===== config.mk =====
export PLATFORM = sky130hd
export DESIGN_NAME = rs_bank
export DESIGN_NICKNAME = d
export VERILOG_FILES = /design/src/rtl/rs_pkg.sv /design/src/rtl/rs_bank_chk.sv /design/src/rtl/rs_slot.sv /design/src/rtl/rs_bank.sv
export SDC_FILE = /design/constraint.sdc
export NUM_CORES = 2
export LEC_CHECK = 0
export BUFFER_PORTS_ARGS = -buffer_cell sky130_fd_sc_hd__buf_2
export CAP_MARGIN = 20
export CORE_ASPECT_RATIO = 2
export CORE_MARGIN = 2
export CORE_UTILIZATION = 58
export CTS_BUF_LIST = sky130_fd_sc_hd__clkbuf_8
export DETAILED_ROUTE_END_ITERATION = 8
export PLACE_DENSITY_LB_ADDON = 0.05
export SYNTH_ARGS = -nofsm -noshare
export SYNTH_HDL_FRONTEND = slang
export SYNTH_SLANG_ARGS = --single-unit
export TNS_END_PERCENT = 1

===== constraint.sdc =====
create_clock -name clk -period 5.64 [get_ports clk]
set_clock_uncertainty 0.1 [all_clocks]
set_input_delay 0.282 -clock clk [delete_from_list [all_inputs] [get_ports clk]]
set_output_delay 0.282 -clock clk [all_outputs]
set_load 0.01 [all_outputs]

===== src/rtl/rs_pkg.sv =====
// Shared definitions for the reservation-station bank: FU select encodings,
// the per-entry record and the cleared-entry value.
package rs_pkg;

  localparam int RS_PRF_IDX_W = 6;
  localparam int RS_ROB_IDX_W = 5;
  localparam int RS_BR_MASK_W = 4;
  localparam int RS_FU_SEL_W  = 3;

  typedef enum logic [RS_FU_SEL_W-1:0] {
    FU_ALU  = 3'd0,
    FU_MUL  = 3'd1,
    FU_BRU  = 3'd2,
    FU_LSU  = 3'd3,
    FU_NONE = 3'd7
  } fu_sel_e;

  localparam logic [RS_FU_SEL_W-1:0] FU_SEL_NONE = 3'd7;

  typedef struct packed {
    logic                    valid;
    logic [RS_PRF_IDX_W-1:0] opa_tag;
    logic                    opa_rdy;
    logic [RS_PRF_IDX_W-1:0] opb_tag;
    logic                    opb_rdy;
    logic [RS_PRF_IDX_W-1:0] dest_tag;
    logic [RS_FU_SEL_W-1:0]  fu_sel;
    logic [31:0]             ir;
    logic [RS_ROB_IDX_W-1:0] rob_idx;
    logic [RS_BR_MASK_W-1:0] br_mask;
  } rs_entry_t;

  localparam int RS_ENTRY_W = $bits(rs_entry_t);

  // A free slot holds zeros except for the "no functional unit" selector.
  function automatic rs_entry_t rs_empty_entry();
    rs_entry_t e;
    e        = '0;
    e.fu_sel = FU_SEL_NONE;
    return e;
  endfunction

endpackage


===== src/rtl/rs_bank_chk.sv =====
// Protocol checker for the branch control inputs of rs_bank.
module rs_bank_chk (
  input logic clk,
  input logic rst,
  input logic i_br_recovery,
  input logic i_br_resolve
);

  br_excl_a: assert property (@(posedge clk) disable iff (rst) !(i_br_recovery && i_br_resolve));

endmodule


===== src/rtl/rs_slot.sv =====
// One reservation-station entry: storage, CDB wakeup (stored and incoming
// tags), branch squash and branch-mask clear on resolve.
module rs_slot
  import rs_pkg::*;
#(
  parameter int CDB_NUM = 2
) (
  input  logic                           clk,
  input  logic                           rst,
  input  logic                           i_alloc,
  input  logic [RS_ENTRY_W-1:0]          i_wr_entry,
  input  logic                           i_iss_free,
  input  logic [CDB_NUM-1:0]             i_cdb_vld,
  input  logic [CDB_NUM*RS_PRF_IDX_W-1:0] i_cdb_tag,
  input  logic                           i_br_recovery,
  input  logic                           i_br_resolve,
  input  logic [RS_BR_MASK_W-1:0]        i_br_tag_fix,
  output logic [RS_ENTRY_W-1:0]          o_entry,
  output logic                           o_eligible,
  output logic                           o_free
);

  rs_entry_t r_entry;
  rs_entry_t w_next;
  rs_entry_t w_wr;
  logic      w_opa_hit;
  logic      w_opb_hit;
  logic      w_wr_opa_hit;
  logic      w_wr_opb_hit;
  logic      w_squash;

  function automatic logic cdb_hit(input logic [RS_PRF_IDX_W-1:0]         tag,
                                   input logic [CDB_NUM-1:0]              vld,
                                   input logic [CDB_NUM*RS_PRF_IDX_W-1:0] tags);
    logic hit;
    hit = 1'b0;
    for (int c = 0; c < CDB_NUM; c++) begin
      hit = hit | (vld[c] & (tags[c*RS_PRF_IDX_W +: RS_PRF_IDX_W] == tag));
    end
    return hit;
  endfunction

  assign w_wr         = rs_entry_t'(i_wr_entry);
  assign w_opa_hit    = cdb_hit(r_entry.opa_tag, i_cdb_vld, i_cdb_tag);
  assign w_opb_hit    = cdb_hit(r_entry.opb_tag, i_cdb_vld, i_cdb_tag);
  assign w_wr_opa_hit = cdb_hit(w_wr.opa_tag, i_cdb_vld, i_cdb_tag);
  assign w_wr_opb_hit = cdb_hit(w_wr.opb_tag, i_cdb_vld, i_cdb_tag);
  assign w_squash     = r_entry.valid & i_br_recovery & (|(r_entry.br_mask & i_br_tag_fix));

  // Issue and squash in the same cycle collapse into a single free.
  assign o_free     = r_entry.valid & (w_squash | i_iss_free);
  assign o_eligible = r_entry.valid & ~w_squash
                    & (r_entry.opa_rdy | w_opa_hit) & (r_entry.opb_rdy | w_opb_hit);
  assign o_entry    = r_entry;

  // Next-state selection: free, fresh allocation, or in-place wakeup/resolve.
  always_comb begin
    w_next = r_entry;
    if (o_free) begin
      w_next = rs_empty_entry();
    end else if (i_alloc) begin
      w_next         = w_wr;
      w_next.valid   = 1'b1;
      w_next.opa_rdy = w_wr.opa_rdy | w_wr_opa_hit;
      w_next.opb_rdy = w_wr.opb_rdy | w_wr_opb_hit;
      w_next.br_mask = i_br_resolve ? (w_wr.br_mask & ~i_br_tag_fix) : w_wr.br_mask;
    end else if (r_entry.valid) begin
      w_next.opa_rdy = r_entry.opa_rdy | w_opa_hit;
      w_next.opb_rdy = r_entry.opb_rdy | w_opb_hit;
      w_next.br_mask = i_br_resolve ? (r_entry.br_mask & ~i_br_tag_fix) : r_entry.br_mask;
    end else begin
      w_next = r_entry;
    end
  end

  // Entry register.
  always_ff @(posedge clk) begin
    if (rst) begin
      r_entry <= rs_empty_entry();
    end else begin
      r_entry <= w_next;
    end
  end

endmodule


===== src/rtl/rs_bank.sv =====
// Multi-entry reservation station: allocates the lowest free slot, wakes
// operands from the CDB and issues the oldest eligible entry via an age matrix.
module rs_bank
  import rs_pkg::*;
#(
  parameter int RS_DEPTH  = 8,
  parameter int CDB_NUM   = 2,
  parameter int PRF_IDX_W = RS_PRF_IDX_W,
  parameter int ROB_IDX_W = RS_ROB_IDX_W,
  parameter int BR_MASK_W = RS_BR_MASK_W,
  parameter int FU_SEL_W  = RS_FU_SEL_W
) (
  input  logic                         clk,
  input  logic                         rst,
  input  logic                         disp_vld_i,
  input  logic [PRF_IDX_W-1:0]         disp_opa_tag_i,
  input  logic [PRF_IDX_W-1:0]         disp_opb_tag_i,
  input  logic                         disp_opa_rdy_i,
  input  logic                         disp_opb_rdy_i,
  input  logic [PRF_IDX_W-1:0]         disp_dest_tag_i,
  input  logic [FU_SEL_W-1:0]          disp_fu_sel_i,
  input  logic [31:0]                  disp_IR_i,
  input  logic [ROB_IDX_W-1:0]         disp_rob_idx_i,
  input  logic [BR_MASK_W-1:0]         disp_br_mask_i,
  output logic                         disp_rdy_o,
  input  logic [CDB_NUM-1:0]           cdb_vld_i,
  input  logic [CDB_NUM*PRF_IDX_W-1:0] cdb_tag_i,
  output logic                         iss_vld_o,
  input  logic                         iss_rdy_i,
  output logic [PRF_IDX_W-1:0]         iss_opa_tag_o,
  output logic [PRF_IDX_W-1:0]         iss_opb_tag_o,
  output logic [PRF_IDX_W-1:0]         iss_dest_tag_o,
  output logic [FU_SEL_W-1:0]          iss_fu_sel_o,
  output logic [31:0]                  iss_IR_o,
  output logic [ROB_IDX_W-1:0]         iss_rob_idx_o,
  output logic [BR_MASK_W-1:0]         iss_br_mask_o,
  input  logic                         br_recovery_i,
  input  logic                         br_resolve_i,
  input  logic [BR_MASK_W-1:0]         br_tag_fix_i,
  output logic [$clog2(RS_DEPTH):0]    free_cnt_o
);

  localparam int CNT_W = $clog2(RS_DEPTH) + 1;

  logic [RS_ENTRY_W-1:0] w_slot_raw [RS_DEPTH];
  rs_entry_t             w_ent      [RS_DEPTH];
  logic [RS_DEPTH-1:0]   r_age      [RS_DEPTH];
  logic [RS_DEPTH-1:0]   w_valid;
  logic [RS_DEPTH-1:0]   w_elig;
  logic [RS_DEPTH-1:0]   w_slot_free;
  logic [RS_DEPTH-1:0]   w_sel;
  logic [RS_DEPTH-1:0]   w_alloc_oh;
  logic [CNT_W-1:0]      r_free_cnt;
  logic [CNT_W-1:0]      w_cnt_next;
  rs_entry_t             w_disp_ent;
  rs_entry_t             w_iss_ent;
  logic                  w_drop;
  logic                  w_alloc;
  logic                  w_fire;

  assign disp_rdy_o = (r_free_cnt != '0);
  assign w_drop     = br_recovery_i & (|(disp_br_mask_i & br_tag_fix_i));
  assign w_alloc    = disp_vld_i & disp_rdy_o & ~w_drop;
  assign iss_vld_o  = |w_elig;
  assign w_fire     = iss_vld_o & iss_rdy_i;

  // Pack the dispatched instruction into an entry record.
  always_comb begin
    w_disp_ent          = rs_empty_entry();
    w_disp_ent.valid    = 1'b1;
    w_disp_ent.opa_tag  = disp_opa_tag_i;
    w_disp_ent.opa_rdy  = disp_opa_rdy_i;
    w_disp_ent.opb_tag  = disp_opb_tag_i;
    w_disp_ent.opb_rdy  = disp_opb_rdy_i;
    w_disp_ent.dest_tag = disp_dest_tag_i;
    w_disp_ent.fu_sel   = disp_fu_sel_i;
    w_disp_ent.ir       = disp_IR_i;
    w_disp_ent.rob_idx  = disp_rob_idx_i;
    w_disp_ent.br_mask  = disp_br_mask_i;
  end

  // Lowest-index free slot; descending scan so the lowest index wins.
  always_comb begin
    w_alloc_oh = '0;
    for (int i = RS_DEPTH - 1; i >= 0; i--) begin
      if (!w_valid[i]) begin
        w_alloc_oh    = '0;
        w_alloc_oh[i] = 1'b1;
      end else begin
        w_alloc_oh = w_alloc_oh;
      end
    end
  end

  // r_age[i][j] set means entry j is older than entry i.
  for (genvar g = 0; g < RS_DEPTH; g++) begin : g_slot
    rs_slot #(
      .CDB_NUM(CDB_NUM)
    ) u_slot (
      .clk          (clk),
      .rst          (rst),
      .i_alloc      (w_alloc & w_alloc_oh[g]),
      .i_wr_entry   (w_disp_ent),
      .i_iss_free   (w_sel[g] & w_fire),
      .i_cdb_vld    (cdb_vld_i),
      .i_cdb_tag    (cdb_tag_i),
      .i_br_recovery(br_recovery_i),
      .i_br_resolve (br_resolve_i),
      .i_br_tag_fix (br_tag_fix_i),
      .o_entry      (w_slot_raw[g]),
      .o_eligible   (w_elig[g]),
      .o_free       (w_slot_free[g])
    );
    assign w_ent[g]   = rs_entry_t'(w_slot_raw[g]);
    assign w_valid[g] = w_ent[g].valid;
    assign w_sel[g]   = w_elig[g] & ~(|(r_age[g] & w_elig));
  end

  // Output mux over the one-hot oldest-eligible select.
  always_comb begin
    w_iss_ent = rs_empty_entry();
    for (int i = 0; i < RS_DEPTH; i++) begin
      if (w_sel[i]) begin
        w_iss_ent = w_ent[i];
      end else begin
        w_iss_ent = w_iss_ent;
      end
    end
  end

  assign iss_opa_tag_o  = w_iss_ent.opa_tag;
  assign iss_opb_tag_o  = w_iss_ent.opb_tag;
  assign iss_dest_tag_o = w_iss_ent.dest_tag;
  assign iss_fu_sel_o   = w_iss_ent.fu_sel;
  assign iss_IR_o       = w_iss_ent.ir;
  assign iss_rob_idx_o  = w_iss_ent.rob_idx;
  assign iss_br_mask_o  = w_iss_ent.br_mask;

  // Age matrix: new row = currently valid entries, new column cleared.
  always_ff @(posedge clk) begin
    if (rst) begin
      for (int i = 0; i < RS_DEPTH; i++) r_age[i] <= '0;
    end else if (w_alloc) begin
      for (int i = 0; i < RS_DEPTH; i++) begin
        r_age[i] <= w_alloc_oh[i] ? w_valid : (r_age[i] & ~w_alloc_oh);
      end
    end else begin
      for (int i = 0; i < RS_DEPTH; i++) r_age[i] <= r_age[i];
    end
  end

  // Next free count: minus the allocation, plus every slot freed this cycle.
  always_comb begin
    w_cnt_next = r_free_cnt - {{(CNT_W-1){1'b0}}, w_alloc};
    for (int i = 0; i < RS_DEPTH; i++) begin
      w_cnt_next = w_cnt_next + {{(CNT_W-1){1'b0}}, w_slot_free[i]};
    end
  end

  // Free-count register.
  always_ff @(posedge clk) begin
    if (rst) begin
      r_free_cnt <= CNT_W'(RS_DEPTH);
    end else begin
      r_free_cnt <= w_cnt_next;
    end
  end

  assign free_cnt_o = r_free_cnt;

  rs_bank_chk u_chk (
    .clk          (clk),
    .rst          (rst),
    .i_br_recovery(br_recovery_i),
    .i_br_resolve (br_resolve_i)
  );

endmodule


## Word level (Yosys, flattened, before mapping)

Memories as Yosys holds them, arrays and structs flattened.
Index checks and enable logic that the tools add are counted.

| cells by class | value |
|---|---|
| add/subtract/negate cells | 9 |
| eq/ne operators | 36 |
| mux-type cells | 89 |
| bitwise operators | 225 |
| reductions and logical operators | 51 |

Operator list:

| kind | number |
|---|---|
| $mux W64 | 8 |
| $mux W58 | 8 |
| $mux W8 | 32 |
| $eq A6 B6 Y1 | 36 |
| $and A8 B8 Y8 | 16 |
| $and A1 B1 Y1 | 112 |
| $and A4 B4 Y4 | 18 |
| $reduce_or A8 Y1 | 9 |
| $mux W4 | 17 |
| $or A1 B1 Y1 | 60 |
| $reduce_or A4 Y1 | 9 |
| $add A4 B1 Y4 | 8 |
| $reduce_bool A2 Y1 | 16 |
| $mux W1 | 24 |
| $not A1 Y1 | 17 |
| $reduce_and A2 Y1 | 8 |
| $reduce_or A2 Y1 | 8 |
| $not A8 Y8 | 1 |
| $not A4 Y4 | 1 |
| $reduce_bool A4 Y1 | 1 |
| $sub A4 B1 Y4 | 1 |

| word-level totals | value |
|---|---|
| bits in registers | 524 |
| RAM bits | 64 |
| bits of input ports | 88 |
| output and inout port bits | 68 |
| logic and storage cells | 492 |
| memories kept | 1 |

Memory list:

| memory | depth | width | rd ports | clocked after Yosys merged registers in | write ports | line | source |
|---|---|---|---|---|---|---|---|
| r_age | 8 | 8 | 8 | 0 | 8 | rs_bank.sv:47 | `logic [RS_DEPTH-1:0] r_age [RS_DEPTH];` |

## Depth between registers and ports, before layout

| logic depth | value |
|---|---|
| word-level depth | 22 |
| depth in mapped cells | 24 |
| mapped depth without buffers | 20 |

## Cells and area by module

Synthesis repeated with hierarchy kept, for this count alone.

| unflattened totals | value |
|---|---|
| cell total of the unflattened synthesis | 3,376 |
| area total of the unflattened synthesis | 31,219.9 um2 |

By module, submodules not included:

| module | instances | cells an instance | area an instance (um2) |
|---|---|---|---|
| rs_slot | 8 | 292 | 2,922.8 |
| rs_bank | 1 | 1,040 | 7,837.5 |

## Worst setup path after synthesis

OpenSTA, ideal clock, no wires.

| timing path | value |
|---|---|
| path kind | in2reg |
| start | input port cdb_tag_i[6] |
| end | register r_free_cnt[2] (netlist: free_cnt_o[2]) |
| library setup time | 0.128 ns |
| data arrival time | 5.198 ns |
| setup slack | 0.214 ns |
| stages | 21 |
| buffers on the path | 4 |
| path through | buf_6 buf_12 xor2_2 nor4_1 a221oi_2 a311oi_4 a2111o_1 a221o_2 or3_1 buf_6 buf_6 o21ai_0 fa_1 inv_1 fa_1 fa_1 inv_1 fa_1 fa_1 xnor2_1 nor2_1 |

| on the way | value |
|---|---|
| cells in the longest elaborated chain, start to end | 21 |
| elaborated cells on any way between the ends | 146 |

Ends and longest elaborated chain:

| what | line | source |
|---|---|---|
| start, declared | rs_bank.sv:27 | `input logic [CDB_NUM*PRF_IDX_W-1:0] cdb_tag_i,` |
| $eq A6 B6 Y1 | rs_slot.sv:38 | `hit = hit \| (vld[c] & (tags[c*RS_PRF_IDX_W +: RS_PRF_IDX_W] == tag));` |
| $and A1 B1 Y1 | rs_slot.sv:38 |  |
| $or A1 B1 Y1 | rs_slot.sv:38 |  |
| $or A1 B1 Y1 | rs_slot.sv:53 | `& (r_entry.opa_rdy \| w_opa_hit) & (r_entry.opb_rdy \| w_opb_hit);` |
| $and A1 B1 Y1 (2 in series) | rs_slot.sv:53 |  |
| $and A8 B8 Y8 | rs_bank.sv:116 | `assign w_sel[g] = w_elig[g] & ~(\|(r_age[g] & w_elig));` |
| $reduce_or A8 Y1 | rs_bank.sv:116 |  |
| $not A1 Y1 | rs_bank.sv:116 |  |
| $and A1 B1 Y1 | rs_bank.sv:116 |  |
| $and A1 B1 Y1 | rs_bank.sv:104 | `.i_iss_free (w_sel[g] & w_fire),` |
| $or A1 B1 Y1 | rs_slot.sv:51 | `assign o_free = r_entry.valid & (w_squash \| i_iss_free);` |
| $and A1 B1 Y1 | rs_slot.sv:51 |  |
| $add A4 B1 Y4 (7 in series) | rs_bank.sv:156 | `w_cnt_next = w_cnt_next + {{(CNT_W-1){1'b0}}, w_slot_free[i]};` |
| $add A4 B1 Y4 (*) | rs_bank.sv:156 |  |
| end signal, assigned | rs_bank.sv:163 | `r_free_cnt <= CNT_W'(RS_DEPTH);` |
| end signal, assigned | rs_bank.sv:165 | `r_free_cnt <= w_cnt_next;` |
| end, declared | rs_bank.sv:53 | `logic [CNT_W-1:0] r_free_cnt;` |

Mark *: on every way between the ends. The rest lies on a longest branch, timed or not.
A chain may end at the register's enable or synchronous reset.

## Worst setup path after layout

| timing path | value |
|---|---|
| start | register g_slot[0].u_slot.r_entry, in the netlist g_slot[0].u_slot.o_entry[51] |
| end | output port iss_opa_tag_o[4] |

| on the way | value |
|---|---|
| cells in the longest elaborated chain, start to end | 17 |
| elaborated cells on any way between the ends | 47 |

Ends and longest elaborated chain:

| what | line | source |
|---|---|---|
| start, declared | rs_slot.sv:23 | `rs_entry_t r_entry;` |
| start signal, assigned | rs_slot.sv:79 | `r_entry <= rs_empty_entry();` |
| start signal, assigned | rs_slot.sv:81 | `r_entry <= w_next;` |
| $eq A6 B6 Y1 | rs_slot.sv:38 |  |
| $and A1 B1 Y1 | rs_slot.sv:38 |  |
| $or A1 B1 Y1 (*) | rs_slot.sv:38 |  |
| $or A1 B1 Y1 (*) | rs_slot.sv:53 |  |
| $and A1 B1 Y1 (*) | rs_slot.sv:53 |  |
| $and A8 B8 Y8 | rs_bank.sv:116 |  |
| $reduce_or A8 Y1 | rs_bank.sv:116 |  |
| $not A1 Y1 | rs_bank.sv:116 |  |
| $and A1 B1 Y1 | rs_bank.sv:116 |  |
| $mux W64 (7 in series) | rs_bank.sv:123 | `if (w_sel[i]) begin` |
| $mux W64 (*) | rs_bank.sv:123 |  |
| end, declared | rs_bank.sv:30 | `output logic [PRF_IDX_W-1:0] iss_opa_tag_o,` |

Marks and branches as above.

==> metrics <==
status finished, violations left; failing checks design-rule violations, negative setup slack; PnR worst setup slack -24.7 ps; kind of end point of the critical path output pin; f_max around 180 MHz; CP endpoint iss_opa_tag_o[4]; fraction of layout cells with a size suffix above 1 0.178; critical path class flip-flop to output pin; CORE AREA around 52000 µm²; RSZ-0062 raised after global routing yes; final setup fails 2; Mapped Cells ~3700; first-pass GRT wire length 189 mm; pin slew with the least headroom to its limit roughly 1300 ps; WL met2 59.1 mm; worst hold path type primary input to flip-flop; Synth Area in Simple Gates 0.225; Critical path origin g_slot[0].u_slot.o_entry[51]; post-DR wirelength/cell between 20 and 30 µm; Slew Limit Fails 0; vias per inst approximately 6.7; post-synthesis xor/xnor area fraction 0.0643; Layout Cells excl Fill between 4000 and 5000; main combinational cell family by area after synthesis simple AND/OR/NAND/NOR gates; Worst Setup Start Kind flip-flop; Core Rows approximately 120; Met1 Wirelength between 40 and 50 mm; Mapped Area 30200 µm²; post-layout util 0.670; crit-path max FO 10; Residual DRC 2; total global-route track usage 0.474; # clock sinks 588; register area 12400 µm²; Compound-Gate Fraction of Synth Area 0.222; Crit Reg-Reg Startpoint g_slot[4].u_slot.o_entry[54]; Post-synth EDFFs 64; syn_nets a little under 4000; Top Metal Used met5; Hold WS 150 ps; Slew headroom 0.165; commonest non-fill, non-tap cell in the layout nand2_1; fin crit share 1.00; RD Place Congestion 1.03; min cycle time layout 5660 ps; H-tree levels 3; total number of vias around 31000; GRT overflow 0; Synth warnings 0; footprint of the multi-input gates ~16000 µm²; slack of the worst reg-to-reg path ~110 ps; R2R depth 19; fillcell total 4451; total power 9020 µW; average size of a mapped cell 8.07 µm²; clk_lat worst skew about 700 ps; Top FF cell, synth dfxtp_1; die width 165 µm; Num CTS Buffers 85; R2R Path End free_cnt_o[2]; DRT iter0 DRCs roughly 4100; multiplexer area fraction after synthesis 0.000663; Arr. time, crit path between 5000 and 6000 ps; Initial Utilization 0.584; commonest non-fill, non-tap cells in the layout nand2_1 (976), dfxtp_1 (510), a21oi_1 (459); TNS Setup -41.3 ps; post-synthesis adder-cell area fraction 0.00688; FF+latch count, synth 588; die height between 300 and 400 µm; Static Leak about 0.013 µW; drt first pass iters 9; met3 wire len roughly 16 mm; Clock Tree Buf Depth 3; # port buffers 155; ys async rst share 0; final hold violations 0; PwrDens about 260 nW/µm²; largest net degree at the start of global routing around 130; sequential-to-total area share from yosys stat 0.411; number of global-route vias before repair roughly 31000; Synth cell types between 70 and 80; Final HPWL DP slightly below 80 mm; ANT nets after route 0; CTS clk-pin slew, worst paths ~70 ps; VDD IR max ~0.27 mV; Root Driver clkbuf_8; Max Cap Viol 0; die area 54000 µm²; Cells after DPL between 4000 and 5000; area growth from synthesis to layout 14.7%; nets roughly 4000; antenna violations before repair 8; Boundary Pins approximately 160; CTS tree yes; drt total wl between 100 and 150 mm; CP required around 5300 ps
==> per-stage QoR <==
step           setup slack (ps)  cell area, µm²
2_1_floorplan               214           30200
3_3_place_gp               -382           32000
3_5_place_dp               -400           32000
4_1_cts                   0.475           34400
5_1_grt                   -45.3           34600
6_report                  -24.7           34600
==> worst max-delay path, cell delays in order (launching register included) <==
cell and delay, ps:
dfxtp_1 460, xnor2_1 160, nand4_1 190, or4_1 550
a311oi_4 430, buf_4 240, or2b_1 230, a21oi_1 100
and4_1 290, buf_4 140, nor2b_4 540, buf_4 330
a221oi_1 110, o221ai_2 540, buf_2 250
==> what timing repair did <==
action	4_1_cts	5_1_grt
endpoints found under the setup margin	29	62
pin swaps	2	2
resized for setup	9	28
endpoints found under the hold margin	486	0
cloned	0	1
hold buffers	67	0
setup buffers	4	1
==> synth_stat cells (8+ instances only) <==
library cell	n	area share
inv_1	29	0.0036
nand2b_1	56	0.012
xnor2_1	101	0.029
o211ai_1	61	0.015
nand3_1	61	0.010
nand4_1	43	0.0089
nand2_1	984	0.12
o221ai_1	47	0.014
o221ai_2	12	0.0060
a21oi_1	459	0.076
and2_1	65	0.013
a21oi_2	50	0.015
xor2_1	117	0.034
dfxtp_1	524	0.35
nor4_1	29	0.0060
nor3_1	24	0.0040
buf_2	42	0.0070
nor2_1	153	0.019
a22oi_1	82	0.020
and3_1	70	0.015
a221oi_1	65	0.019
buf_1	54	0.0067
buf_4	17	0.0042
a22o_1	13	0.0038
a211o_1	8	0.0023
a31oi_1	30	0.0062
o31ai_2	57	0.024
clkbuf_1	220	0.027
o21ai_0	17	0.0028
edfxtp_1	64	0.064
buf_6	43	0.016
==> cells by family after synthesis <==
logic type | after synthesis
AOI/OAI and AO/OA | 961
muxes | 2
and+or+nand+nor | 1541
buffers and inverters | 415
DFF | 588
adders and majority gates | 13
xor gates and xnor gates | 220
==> flip-flops by register name (all words and copies together), names as in the netlist <==
name	count
free_cnt_o	4
g_slot.u_slot.o_entry	520
r_age	64
==> where the power goes <==
| group | leakage (µW) | switching, µW | internal (µW) |
|---|---|---|---|
| sequential | 0.00492 | 131 | 4390 |
| clock | 0.000956 | 1710 | 1700 |
| combinational | 0.00681 | 729 | 364 |
==> how the worst min path moves through the flow <==
stage | startpoint | end | cells past startpoint
after floorplan | g_slot[7].u_slot.o_entry[40] | g_slot[7].u_slot.o_entry[40] | 2
after detailed placement | g_slot[7].u_slot.o_entry[20] | g_slot[7].u_slot.o_entry[20] | 2
final | br_resolve_i | g_slot[3].u_slot.o_entry[2] | 4
after CTS | disp_opb_rdy_i | g_slot[7].u_slot.o_entry[50] | 6
after global routing | br_resolve_i | g_slot[3].u_slot.o_entry[2] | 4
after global placement | g_slot[7].u_slot.o_entry[24] | g_slot[7].u_slot.o_entry[24] | 2
==> metal layers <==
layer	GRT usage	vias up
met1	0.509	14600
met3	0.151	816
met2	0.740	2334
met4	0.417	8
met5	0	-
li1	-	13200
==> final cells by class <==
type / count / area share
multi-input combinational: 2737 / 0.461
sequential: 588 / 0.359
timing repair buffer: 462 / 0.106
clock buffer: 104 / 0.0413
tap: 660 / 0.0239
clock inverter: 42 / 0.00593
inverter: 30 / 0.00325
antenna: 3 / 0.000217
(Power assumes the default switching activity.)
